File: config.mk
export PLATFORM = sky130hd
export DESIGN_NAME = ivs_ahb_regbank
export DESIGN_NICKNAME = d
export VERILOG_FILES = /design/src/rtl/ivs_ahb_regbank.sv
export SDC_FILE = /design/constraint.sdc
export NUM_CORES = 1
export LEC_CHECK = 0
export CAP_MARGIN = 20
export CORE_ASPECT_RATIO = 0.8
export CORE_MARGIN = 4
export CORE_UTILIZATION = 35
export CTS_CLUSTER_SIZE = 30
export DETAILED_ROUTE_END_ITERATION = 16
export GPL_TIMING_DRIVEN = 0
export SLEW_MARGIN = 40
export SYNTH_ARGS = -nofsm -noshare
export SYNTH_HDL_FRONTEND = slang
export SYNTH_SLANG_ARGS = --single-unit
File: constraint.sdc
create_clock -name hclk -period 3 [get_ports hclk]
set_clock_uncertainty 0.2 [all_clocks]
set_input_delay 0.45 -clock hclk [delete_from_list [all_inputs] [get_ports hclk]]
set_output_delay 0.45 -clock hclk [all_outputs]
set_load 0.02 [all_outputs]
File: src/rtl/ivs_ahb_regbank.sv
// IVS configuration register bank on AHB-Lite.
// Control, NUM_PAR parameters, trigger/status, lock and timed soft reset.
module ivs_ahb_regbank #(
    parameter int NUM_PAR   = 16,
    parameter int ADDR_W    = 12,
    parameter int PAR_BASE  = 'h100,
    parameter int RST_PULSE = 4
) (
    input  logic                   hclk,
    input  logic                   hrst_n,
    input  logic                   hsel,
    input  logic [1:0]             htrans,
    input  logic                   hwrite,
    input  logic [31:0]            haddr,
    input  logic [2:0]             hsize,
    input  logic [31:0]            hwdata,
    input  logic                   hready_in,
    output logic                   hready_out,
    output logic [1:0]             hresp,
    output logic [31:0]            hrdata,
    output logic [31:0]            glb_ctrl,
    output logic [NUM_PAR*32-1:0]  cfg_par,
    output logic [NUM_PAR-1:0]     cfg_wr_pulse,
    output logic                   lock,
    output logic                   sw_rst
);

    localparam int          IDX_W     = (NUM_PAR > 1) ? $clog2(NUM_PAR) : 1;
    localparam logic [31:0] PAR_WBASE = 32'(PAR_BASE) >> 2;
    localparam logic [31:0] PAR_WEND  = PAR_WBASE + 32'(NUM_PAR);
    localparam logic [7:0]  PULSE_LD  = 8'(RST_PULSE);

    typedef enum logic [1:0] {
        S_IDLE = 2'd0,
        S_ERR1 = 2'd1,
        S_ERR2 = 2'd2
    } state_t;

    state_t r_state;
    state_t w_state_nxt;

    logic [31:0]      r_glb;
    logic [31:0]      r_par [NUM_PAR];
    logic [NUM_PAR-1:0] r_wr_pulse;
    logic             r_lock;
    logic [7:0]       r_err_cnt;
    logic [7:0]       r_rst_cnt;
    logic             r_sw_rst;

    logic             r_dp_ok;
    logic             r_dp_wr;
    logic             r_dp_glb;
    logic             r_dp_trig;
    logic             r_dp_stat;
    logic             r_dp_par;
    logic [IDX_W-1:0] r_dp_pidx;
    logic [1:0]       r_dp_size;
    logic [1:0]       r_dp_lo;

    logic [31:0]      w_waddr;
    logic [31:0]      w_par_rel;
    logic             w_a_glb;
    logic             w_a_trig;
    logic             w_a_stat;
    logic             w_a_par;
    logic             w_a_bad_size;
    logic             w_a_misal;
    logic             w_a_wrprot;
    logic             w_a_err;
    logic             w_accept;
    logic             w_lock_eff;

    logic [3:0]       w_be;
    logic [31:0]      w_mask;
    logic             w_wr;
    logic             w_trig_wr;
    logic             w_lock_set;
    logic             w_pulse_ld;
    logic [7:0]       w_cnt_nxt;
    logic [31:0]      w_par_rd;
    logic [31:0]      w_status;

    // Address-phase decode; the error verdict is known before the data phase.
    assign w_waddr    = 32'(haddr[ADDR_W-1:2]);
    assign w_par_rel  = w_waddr - PAR_WBASE;
    assign w_a_glb    = (w_waddr == 32'd0);
    assign w_a_trig   = (w_waddr == 32'd1);
    assign w_a_stat   = (w_waddr == 32'd2);
    assign w_a_par    = (w_waddr >= PAR_WBASE) && (w_waddr < PAR_WEND);

    assign w_a_bad_size = hsize[2] | (hsize[1] & hsize[0]);
    assign w_a_misal    = ((hsize == 3'd2) & (|haddr[1:0]))
                        | ((hsize == 3'd1) & haddr[0]);

    // A lock set by the TRIG write now in its data phase already applies.
    assign w_lock_eff = r_lock | w_lock_set;
    assign w_a_wrprot = hwrite & (w_a_stat
                      | (w_lock_eff & (w_a_glb | w_a_par)));

    assign w_a_err = ~(w_a_glb | w_a_trig | w_a_stat | w_a_par)
                   | w_a_bad_size | w_a_misal | w_a_wrprot;

    assign w_accept = hsel & htrans[1] & hready_in & hready_out;

    always_ff @(posedge hclk or negedge hrst_n) begin
        if (!hrst_n) begin
            r_dp_ok   <= 1'b0;
            r_dp_wr   <= 1'b0;
            r_dp_glb  <= 1'b0;
            r_dp_trig <= 1'b0;
            r_dp_stat <= 1'b0;
            r_dp_par  <= 1'b0;
            r_dp_pidx <= '0;
            r_dp_size <= 2'd0;
            r_dp_lo   <= 2'd0;
        end else begin
            r_dp_ok <= w_accept & ~w_a_err;
            if (w_accept) begin
                r_dp_wr   <= hwrite;
                r_dp_glb  <= w_a_glb;
                r_dp_trig <= w_a_trig;
                r_dp_stat <= w_a_stat;
                r_dp_par  <= w_a_par;
                r_dp_pidx <= w_par_rel[IDX_W-1:0];
                r_dp_size <= hsize[1:0];
                r_dp_lo   <= haddr[1:0];
            end
        end
    end

    always_comb begin
        w_be = 4'b0000;
        case (r_dp_size)
            2'd0:    w_be = 4'b0001 << r_dp_lo;
            2'd1:    w_be = r_dp_lo[1] ? 4'b1100 : 4'b0011;
            2'd2:    w_be = 4'b1111;
            default: w_be = 4'b0000;
        endcase
    end

    assign w_mask = {{8{w_be[3]}}, {8{w_be[2]}},
                     {8{w_be[1]}}, {8{w_be[0]}}};

    assign w_wr       = r_dp_ok & r_dp_wr;
    assign w_trig_wr  = w_wr & r_dp_trig & w_be[0];
    assign w_lock_set = w_trig_wr & hwdata[1];
    assign w_pulse_ld = w_trig_wr & hwdata[0];

    always_ff @(posedge hclk or negedge hrst_n) begin
        if (!hrst_n) begin
            r_glb <= 32'd0;
        end else if (w_wr & r_dp_glb) begin
            r_glb <= (r_glb & ~w_mask) | (hwdata & w_mask);
        end
    end

    always_ff @(posedge hclk or negedge hrst_n) begin
        if (!hrst_n) begin
            for (int i = 0; i < NUM_PAR; i++) begin
                r_par[i] <= 32'd0;
            end
            r_wr_pulse <= '0;
        end else begin
            for (int i = 0; i < NUM_PAR; i++) begin
                r_wr_pulse[i] <= 1'b0;
                if (w_wr & r_dp_par & (r_dp_pidx == IDX_W'(i))) begin
                    r_par[i]      <= (r_par[i] & ~w_mask) | (hwdata & w_mask);
                    r_wr_pulse[i] <= 1'b1;
                end
            end
        end
    end

    always_ff @(posedge hclk or negedge hrst_n) begin
        if (!hrst_n) begin
            r_lock <= 1'b0;
        end else if (w_lock_set) begin
            r_lock <= 1'b1;
        end
    end

    always_ff @(posedge hclk or negedge hrst_n) begin
        if (!hrst_n) begin
            r_err_cnt <= 8'd0;
        end else if (w_accept & w_a_err & (r_err_cnt != 8'hFF)) begin
            r_err_cnt <= r_err_cnt + 8'd1;
        end
    end

    // Retrigger reloads the counter, so the pulse stretches.
    always_comb begin
        w_cnt_nxt = r_rst_cnt;
        if (w_pulse_ld) begin
            w_cnt_nxt = PULSE_LD;
        end else if (r_rst_cnt != 8'd0) begin
            w_cnt_nxt = r_rst_cnt - 8'd1;
        end
    end

    always_ff @(posedge hclk or negedge hrst_n) begin
        if (!hrst_n) begin
            r_rst_cnt <= 8'd0;
            r_sw_rst  <= 1'b0;
        end else begin
            r_rst_cnt <= w_cnt_nxt;
            r_sw_rst  <= (w_cnt_nxt != 8'd0);
        end
    end

    always_ff @(posedge hclk or negedge hrst_n) begin
        if (!hrst_n) begin
            r_state <= S_IDLE;
        end else begin
            r_state <= w_state_nxt;
        end
    end

    always_comb begin
        w_state_nxt = r_state;
        unique case (r_state)
            S_IDLE:  w_state_nxt = (w_accept & w_a_err) ? S_ERR1 : S_IDLE;
            S_ERR1:  w_state_nxt = S_ERR2;
            S_ERR2:  w_state_nxt = (w_accept & w_a_err) ? S_ERR1 : S_IDLE;
            default: w_state_nxt = S_IDLE;
        endcase
    end

    always_comb begin
        hready_out = 1'b1;
        hresp      = 2'b00;
        unique case (r_state)
            S_ERR1: begin
                hready_out = 1'b0;
                hresp      = 2'b01;
            end
            S_ERR2:  hresp = 2'b01;
            default: hresp = 2'b00;
        endcase
    end

    always_comb begin
        w_par_rd = 32'd0;
        for (int i = 0; i < NUM_PAR; i++) begin
            if (r_dp_pidx == IDX_W'(i)) begin
                w_par_rd = r_par[i];
            end
        end
    end

    assign w_status = {16'd0, r_err_cnt, 6'd0, r_sw_rst, r_lock};

    always_comb begin
        hrdata = 32'd0;
        if (r_dp_ok & ~r_dp_wr) begin
            unique case (1'b1)
                r_dp_glb:  hrdata = r_glb;
                r_dp_stat: hrdata = w_status;
                r_dp_par:  hrdata = w_par_rd;
                default:   hrdata = 32'd0;
            endcase
        end
    end

    for (genvar g = 0; g < NUM_PAR; g++) begin : g_par
        assign cfg_par[32*g +: 32] = r_par[g];
    end

    assign glb_ctrl     = r_glb;
    assign cfg_wr_pulse = r_wr_pulse;
    assign lock         = r_lock;
    assign sw_rst       = r_sw_rst;

    logic w_unused;
    assign w_unused = ^{htrans[0], haddr[31:ADDR_W], w_par_rel[31:IDX_W]};

endmodule

==> metrics.txt, run 1 <==
via count of the first global-routing pass 25933; Post-synth EDFFs 0; Max IR drop VDD 0.000337 V; Final Cycle Share 1.21; routed wire length 165 mm; antenna violations before repair 9; syn_area_per_cell 12.6 um2; critical setup path kind flip-flop to output pin; Rel. slew slack 0.382; RSZ-0062 raised after global routing true; Worst Path Required 2.35 ns; Buffers on Ports 647; iteration count of the initial detailed-routing pass 5; Reg area 14900 um2; Fillers 6684; drt wl/cell 39.5 um; PD cells 575 nW/um2; Setup TNS -15.45 ns; failing checks negative setup slack; layout cells sized above 1 0.389; largest net degree at the start of global routing 74; Max FO, Critical Path 6; multi-input logic area 13500 um2; Setup crit end kind output pin; top-count cell post-synth dfrtp_1; area of the die 85000 um2; Max Cap Violations 0; area share of fa/ha/maj cells after synthesis 0.00356; fin. max-slew vios 0; Mapped Cells 2233; Die W 325 um; Core Rows 92; cell repeated most along the worst path buf_12; Final Power 24.4 mW; Via density 6.19; startpoint type of the worst setup path flip-flop; All-Layer GR Usage 0.369; Antenna Nets Post-Route 0; Synth Area in Compound Gates 0.105; Starting Density 0.355; Skew-Pair Late Insertion Delay 0.62 ns; Synth Cell Area 28100 um2; placed cell areas 36300 um2; H-tree levels 3; Arrival @ worst endpoint 2.98 ns; top-area cell type share of the netlist area 0.529; core area 79200 um2; Setup WS pre-CTS -1.79 ns; Synthesized Nets 2315; CTS Buffer Depth 3; Hold Violations, Final 0; combinational family with the most area after synthesis multiplexers; Cell Chain, Critical Path buf_12 > nor2b_4 > buf_12 > buf_16 > buf_12 > a21oi_4 > o221ai_2 > o211ai_1 > a211oi_2 > buf_4; # setup viols final 40; cell accounting for the most synthesized area dfrtp_1; commonest cells in the synthesized netlist dfrtp_1 (594), mux2_2 (555), nand2_1 (130); CTS Sinks 594; nets@finish 3177; status finished with violations; sequential area share after synthesis 0.529; synth top area cells dfrtp_1 (53%), mux2_2 (22%), mux4_2 (2.2%); max incr delay on CP 0.42 ns; leak pwr 18.1 nW; Finished Cell Area 42500 um2; #FFs+latches synth 594; share of flip-flops with an asynchronous set or reset 1.00; final std cells w/o fill 4182; Final Util 0.536; clock root buffer clkbuf_16; gr ovfl total 0; RePlAce Congestion 0.923; Synth Flop Type dfrtp_1; synth warn 0; count of cell types in the netlist 80; crit path max-delay cell type a211oi_2; DR iter-0 viols 2921; post-route setup slack -0.627 ns; # DRC 0; hold_ws 0.175 ns; FMAX 276 MHz; Placed Cells 3927; mux contribution to synthesized area 0.258; type of the most critical hold path input pin to asynchronous set/reset pin; clock-pin transition on the worst setup and hold timing paths 0.07 ns; CTS Buf Count 67; Worst Tran Pin Value 0.925 ns; Final Critical Period 3.63 ns; DR vias 25887; synthesis-to-finish area growth 51.0%; TritonCTS clock tree yes; first-pass GRT wire length 217 mm; Die Height 262 um; Post-Synth XOR/XNOR Area 0.00436; Final HPWL DP 113 mm; Simple-Gate Fraction of Synth Area 0.0723; io pins 671
cell families after synthesis:
kind of cell,count (synthesis)
adder cells (fa/ha/maj),8
buffers and inverters,168
multiplexers,620
flip-flops,594
XOR/XNOR,14
AO/OA/AOI/OAI,437
AND/OR/NAND/NOR,391
other,1
routing by layer:
layer	vias up	routed length [um]	global-route usage
met2	1888	72700	0.570
met1	13474	62100	0.466
li1	10042	-	-
met4	4	9790	0.182
met5	-	27	0
met3	479	20400	0.126
final cells by class:
| type | count | area share |
|---|---|---|
| Clock inverter | 27 | 0.00752 |
| Multi-Input combinational cell | 1472 | 0.319 |
| Sequential cell | 594 | 0.350 |
| Clock buffer | 89 | 0.0445 |
| Timing Repair Buffer | 794 | 0.202 |
| Tap cell | 1034 | 0.0305 |
| Antenna cell | 6 | 0.000354 |
| Buffer | 141 | 0.0430 |
| Inverter | 25 | 0.00304 |
critical path: cells and delay by family (launching register included):
kind	cells	cell delay, ns
buffers and inverters	5	0.85
AO/OA/AOI/OAI	4	0.75
flip-flops	1	0.39
AND/OR/NAND/NOR	1	0.34
worst paths after layout:
check | cells after the start | from | slack (ns) | to
max reg2reg | 5 | r_dp_par | -0.01 | flip-flop
min in group hclk | 3 | haddr[1] | 0.24 | r_dp_lo[1]
max | 10 | r_dp_pidx[0] | -0.63 | hrdata[8]
min reg2reg | 1 | flip-flop | 0.33 | flip-flop
max in group asynchronous | 6 | hrst_n | 0.44 | asynchronous set/reset pin
min | 2 | hrst_n | 0.18 | asynchronous set/reset pin
placed cells by master, fill, tap and decap left out, types with 11 or more instances in the layout:
cell type and count:
a22oi_2 15, o211ai_1 18, clkbuf_1 44, nand2_1 113, nand2_2 32, inv_1 14, a21oi_1 80, o22ai_1 21
mux2i_1 30, nor2_4 25, o21ai_1 24, nor3_1 15, o22ai_2 13, a21oi_2 19, and3_1 12, clkbuf_16 79
a221o_1 13, a221oi_2 13, clkinv_2 13, buf_16 35, o21ai_0 55, clkdlybuf4s50_1 614, dfrtp_1 591, a22o_1 13
buf_8 17, o221ai_1 11, a22oi_1 40, buf_12 55, mux4_2 27, nor2_1 70, mux2_2 555, xnor2_1 12
clkbuf_8 28, buf_6 42, nand3_1 27, buf_4 90, nor2_2 17
power by group:
| part | switching, mW | internal (mW) |
|---|---|---|
| clock | 3.64 | 4.83 |
| sequential | 0.277 | 8.26 |
| combinational | 4.47 | 2.94 |
| total | 8.39 | 16.0 |
repair_timing:
item	CTS	global route
hold endpoints to repair	62	0
pin swaps	74	89
gates resized for setup	633	135
hold buffers	1	0
cloned	12	6
setup endpoints to repair	395	40
setup buffers	78	44
(Power assumes the default switching activity.)
==> run 2, diff against run 1 <==
- ABC_AREA: default -> 1
==> run 2 against run 1 <==
The run still ends with negative setup slack left; combinational power shrank 41%; via count up 5.0%; hold slack got worse by 0.034 ns; non-clock buffer count is 47 lower; flip-flop and latch count did not move; first-iteration DRC count up 9.3%; clock power is 4.3% higher; cell count is 21% higher; critical path type unchanged; largest cell class unchanged; largest power group is now the clock network; highest routed layer is now met4.
==> metrics.txt, run 2 <==
synth top area cells dfrtp_1 (56%), nand2_1 (16%), o21ai_0 (10%); clock root buffer clkbuf_16; Reg area 14900 um2; # DRC 0; failing checks negative setup slack; fin. max-slew vios 0; CTS Buf Count 66; area of the die 79900 um2; Worst Tran Pin Value 0.897 ns; count of cell types in the netlist 31; core area 74300 um2; Synth Cell Area 26400 um2; antenna violations before repair 2; Setup WS pre-CTS -1.92 ns; clock-pin transition on the worst setup and hold timing paths 0.06 ns; multi-input logic area 11200 um2; first-pass GRT wire length 189 mm; DR vias 27187; Via density 5.37; Antenna Nets Post-Route 0; # setup viols final 32; gr ovfl total 0; Final Critical Period 4.00 ns; CTS Sinks 594; H-tree levels 3; startpoint type of the worst setup path flip-flop; routed wire length 136 mm; share of flip-flops with an asynchronous set or reset 1.00; top-area cell type share of the netlist area 0.563; Arrival @ worst endpoint 3.35 ns; Starting Density 0.356; Fillers 7068; largest net degree at the start of global routing 100; Setup crit end kind output pin; Synth Flop Type dfrtp_1; Mapped Cells 3233; cell repeated most along the worst path nand4_1; Core Rows 89; All-Layer GR Usage 0.329; Max Cap Violations 0; Final Power 21.4 mW; iteration count of the initial detailed-routing pass 6; #FFs+latches synth 594; sequential area share after synthesis 0.563; layout cells sized above 1 0.132; io pins 671; Setup TNS -26.66 ns; Hold Violations, Final 0; RSZ-0062 raised after global routing true; Cell Chain, Critical Path nor2_4 > nand2_4 > clkbuf_16 > or2_0 > nand2_2 > nand4_1 > nand2_2 > nand4_1 > nor3_4 > nand4_1 > nand2_1 > a21oi_2 > buf_6; synthesis-to-finish area growth 46.1%; max incr delay on CP 0.49 ns; type of the most critical hold path input pin to asynchronous set/reset pin; critical setup path kind flip-flop to output pin; post-route setup slack -1.00 ns; Buffers on Ports 648; Die Height 254 um; DR iter-0 viols 3194; nets@finish 4094; Worst Path Required 2.35 ns; synth warn 0; Die W 315 um; commonest cells in the synthesized netlist nand2_1 (1132), dfrtp_1 (594), o21ai_0 (548); Rel. slew slack 0.402; via count of the first global-routing pass 25701; Synthesized Nets 3315; Max IR drop VDD 0.000402 V; commonest non-fill, non-tap cell in the layout nand2_1; syn_area_per_cell 8.17 um2; leak pwr 18.2 nW; Final Cycle Share 1.33; TritonCTS clock tree yes; top-count cell post-synth nand2_1; CTS Buffer Depth 3; drt wl/cell 26.8 um; RePlAce Congestion 0.966; commonest cells after routing, fill and taps aside nand2_1 (1040), clkdlybuf4s50_1 (615), dfrtp_1 (590); status finished with violations; cell accounting for the most synthesized area dfrtp_1; crit path max-delay cell type dfrtp_2; hold_ws 0.141 ns; Max FO, Critical Path 10; PD cells 556 nW/um2; FMAX 250 MHz; Final HPWL DP 106 mm; Skew-Pair Late Insertion Delay 0.60 ns; Post-synth EDFFs 0
[run 2: cell count changes after synthesis, sizes merged, moves of 78 or more]
cell / previous run / this run
nand2: 157 / 1133
inv: 23 / 175
o21ai: 88 / 565
clkbuf: 72 / 151
mux2: 558 / 0
or2: 2 / 80
nand3: 31 / 115
[run 2: per-layer routing]
metal | vias to the layer above | GRT usage | share of wire
met2 | 1426 | 0.527 | 0.46
li1 | 12076 | - | -
met4 | 0 | 0.0904 | 0.030
met5 | - | 0 | 0
met1 | 13461 | 0.439 | 0.40
met3 | 224 | 0.0966 | 0.11
[run 2: cell type report]
| type | instances | area share |
|---|---|---|
| Clock buffer | 94 | 0.0499 |
| Clock inverter | 23 | 0.00999 |
| Buffer | 177 | 0.0277 |
| Antenna cell | 2 | 0.000130 |
| Multi-Input combinational cell | 2287 | 0.291 |
| Timing Repair Buffer | 711 | 0.186 |
| Tap cell | 1001 | 0.0325 |
| Inverter | 175 | 0.0176 |
| Sequential cell | 594 | 0.385 |
[run 2: path summary, 6_finish.rpt]
check | from | end | slack (ns) | cells after the start
setup / recovery | r_dp_pidx[2] | hrdata[12] | -1.0 | 13
hold / removal | hrst_n | asynchronous set/reset pin | 0.14 | 2
setup reg to reg | r_dp_pidx[0] | flip-flop | 0.05 | 8
hold reg to reg | r_dp_size[1] | r_dp_size[1] | 0.30 | 2
max in group asynchronous | hrst_n | asynchronous set/reset pin | 0.68 | 5
min in group hclk | hsize[0] | r_dp_size[0] | 0.25 | 3
[run 2: worst max-delay path: cells and delay by family, from the launching register on]
| kind | cells | cell delay (ns) |
|---|---|---|
| simple gates | 10 | 1.81 |
| flops | 1 | 0.49 |
| buf+inv | 2 | 0.35 |
| compound gates | 1 | 0.08 |
[run 2: timing repair]
item                                    4_1_cts  5_1_grt
pin swaps                                    95      156
gates resized for setup                     388      190
gates cloned                                  1        1
hold buffers                                  1        0
setup buffers                                22       32
hold endpoints to repair                    316        0
endpoints found under the setup margin      288       77
[run 2: through the flow]
| step | cell area, um2 | utilization | cells |
|---|---|---|---|
| 4_1_cts | 37700 | 0.507 | 5029 |
| 2_1_floorplan | 26400 | - | 3233 |
| 3_3_place_gp | 34200 | 0.460 | 4882 |
| 5_1_grt | 38600 | 0.520 | 5064 |
| 3_5_place_dp | 34400 | 0.463 | 4888 |
| 6_report | 38600 | 0.520 | 5064 |
[run 2: cells by family after synthesis]
group | synth area share
adder cells (fa/ha/maj) | 0.00379
XOR/XNOR | 0.00332
AND/OR/NAND/NOR | 0.251
multiplexers | 0.000379
buffers and inverters | 0.0513
other | 0.000142
AO/OA/AOI/OAI | 0.127
flip-flops | 0.563
[run 2: power by group]
group	switching, mW	total (mW)	internal, mW	leakage, nW
Clock	3.55	8.82	5.27	1.14
Sequential	0.128	8.25	8.12	5.41
Combinational	3.08	4.38	1.30	11.7
Total	6.76	21.4	14.7	18.2
==> run 3, diff against run 2 <==
- GPL_TIMING_DRIVEN: 0 -> default
==> run 3 against run 2 <==
Worst setup slack improved by 0.10 ns; final area up 2.2%; total power decreased by 3.8%; clock power decreased by 8.3%; maximum frequency grew 2.7%; critical endpoint is now hrdata[16]; the run still ends with negative setup slack left.
==> metrics.txt, run 3 (synthesis results as in run 2) <==
status finished with violations; failing checks negative setup slack; Worst Tran Pin Value 0.832 ns; Setup crit end kind output pin; RePlAce Congestion 0.949; worst reg-to-reg setup slack 0.17 ns; TritonCTS clock tree yes; synthesis-to-finish area growth 49.3%; Die Height 254 um; startpoint type of the worst setup path flip-flop; Rel. slew slack 0.445; clock root buffer clkbuf_16; first-pass GRT wire length 178 mm; CP endpoint hrdata[16]; core area 74300 um2; drt wl/cell 24.4 um; RR Startpoint r_dp_pidx[2]; placed cell areas 35800 um2; Final Critical Period 3.90 ns; Starting Density 0.356; DR iter-0 viols 2514; FMAX 257 MHz; CTS Sinks 594; clock-pin transition on the worst setup and hold timing paths 0.06 ns; RSZ-0062 raised after global routing true; antenna cells 0; fin. max-slew vios 0; Final HPWL DP 95.3 mm; Final Cycle Share 1.30; via count of the first global-routing pass 25654; area of the die 79900 um2; Setup TNS -23.38 ns; iteration count of the initial detailed-routing pass 6; Worst Path Required 2.35 ns; antenna violations before repair 0; CTS Buffer Depth 3; PD cells 523 nW/um2; Antenna Nets Post-Route 0; Buffers on Ports 648; Finished Cell Area 39400 um2; Fillers 6949; H-tree levels 2; CTS Buf Count 61; Die W 315 um; Max Cap Violations 0; largest net degree at the start of global routing 76; nets@finish 4153; post-route setup slack -0.896 ns; io pins 671; Via density 5.21; Arrival @ worst endpoint 3.25 ns; routed wire length 125 mm; Reg area 14900 um2; critical setup path kind flip-flop to output pin; Max IR drop VDD 0.000475 V; layout cells sized above 1 0.167; DR vias 26704; gr ovfl total 0; # setup viols final 32; leak pwr 18.8 nW; commonest non-fill, non-tap cell in the layout nand2_1; worst setup path start r_dp_pidx[2]; commonest cells after routing, fill and taps aside nand2_1 (1032), clkdlybuf4s50_1 (615), dfrtp_1 (594); Skew-Pair Late Insertion Delay 0.63 ns; r2r worst-path depth 11; Core Rows 89; Max FO, Critical Path 5; # DRC 0; multi-input logic area 11000 um2; type of the most critical hold path input pin to asynchronous set/reset pin; Setup WS pre-CTS -0.970 ns; Hold Violations, Final 0; All-Layer GR Usage 0.303
run 3: changes by cell type in the layout (fill, tap and decap cells not counted), moves of 8 or more:
cell and change:
buf_12 +31, clkbuf_2 -17, nor2_1 +9, buf_4 +184, clkbuf_4 -9, nor2_4 -9
nand2_1 -8, nand3_1 +9, clkbuf_1 -109
run 3: final cells by class:
| type | count | area share |
|---|---|---|
| multi-input cells | 2287 | 0.280 |
| flip-flops and latches | 594 | 0.377 |
| well taps | 1001 | 0.0318 |
| inverters | 175 | 0.0178 |
| clock inverters | 15 | 0.00539 |
| repair buffers | 952 | 0.240 |
| clock buffers | 97 | 0.0478 |
run 3: per-stage QoR:
step           total power, mW  hold slack [ns]  cells  utilization
6_report                  20.6            0.161   5121        0.531
5_1_grt                   21.3            0.177   5121        0.531
4_1_cts                   20.5            0.168   5100        0.524
3_5_place_dp              12.0            0.219   4957        0.482
3_3_place_gp              11.9            0.212   4957        0.482
2_1_floorplan             9.95          -0.0456   3233            -
run 3: report_power, final:
part	switching [mW]	total, mW	internal, mW
Sequential	0.0972	8.22	8.12
Combinational	2.79	4.33	1.54
Clock	3.38	8.09	4.71
Total	6.26	20.6	14.4
run 3: worst max-delay path: stages (launching register included):
cell     delay, ns
dfrtp_1       0.41
nor2_4        0.14
nand2_2       0.08
buf_12        0.14
buf_12        0.13
buf_6         0.11
or2_0         0.20
nand2_1       0.09
nand4_1       0.24
nand2_2       0.19
nand3_2       0.09
nor2_1        0.11
nand3_1       0.11
nand2_2       0.12
nand3_2       0.09
nand2_2       0.12
a21oi_2       0.07
buf_6         0.14
run 3: what timing repair did:
item	in CTS	in global routing
endpoints found under the hold margin	218	0
resized for setup	367	106
buffers inserted	28	21
setup endpoints to repair	32	91
pin swaps	117	137
hold buffers	1	0
cloned	3	2
run 3: metal layers:
metal,vias to the layer above,wire (um),share of wire,track usage
met5,-,0,0,0
met4,0,3580,0.029,0.0825
met3,179,11600,0.093,0.0740
met2,1247,61400,0.49,0.526
met1,13081,48200,0.39,0.377
li1,12197,-,-,-
run 3: worst min-delay path by stage:
stage / to / from / slack, ns / depth (start not counted)
global placement: asynchronous set/reset pin / hrst_n / 0.21 / 1
detailed placement: asynchronous set/reset pin / hrst_n / 0.22 / 1
floorplan: asynchronous set/reset pin / hrst_n / -0.05 / 0
global route: asynchronous set/reset pin / hrst_n / 0.18 / 2
finish: asynchronous set/reset pin / hrst_n / 0.16 / 2
CTS: asynchronous set/reset pin / hrst_n / 0.17 / 2
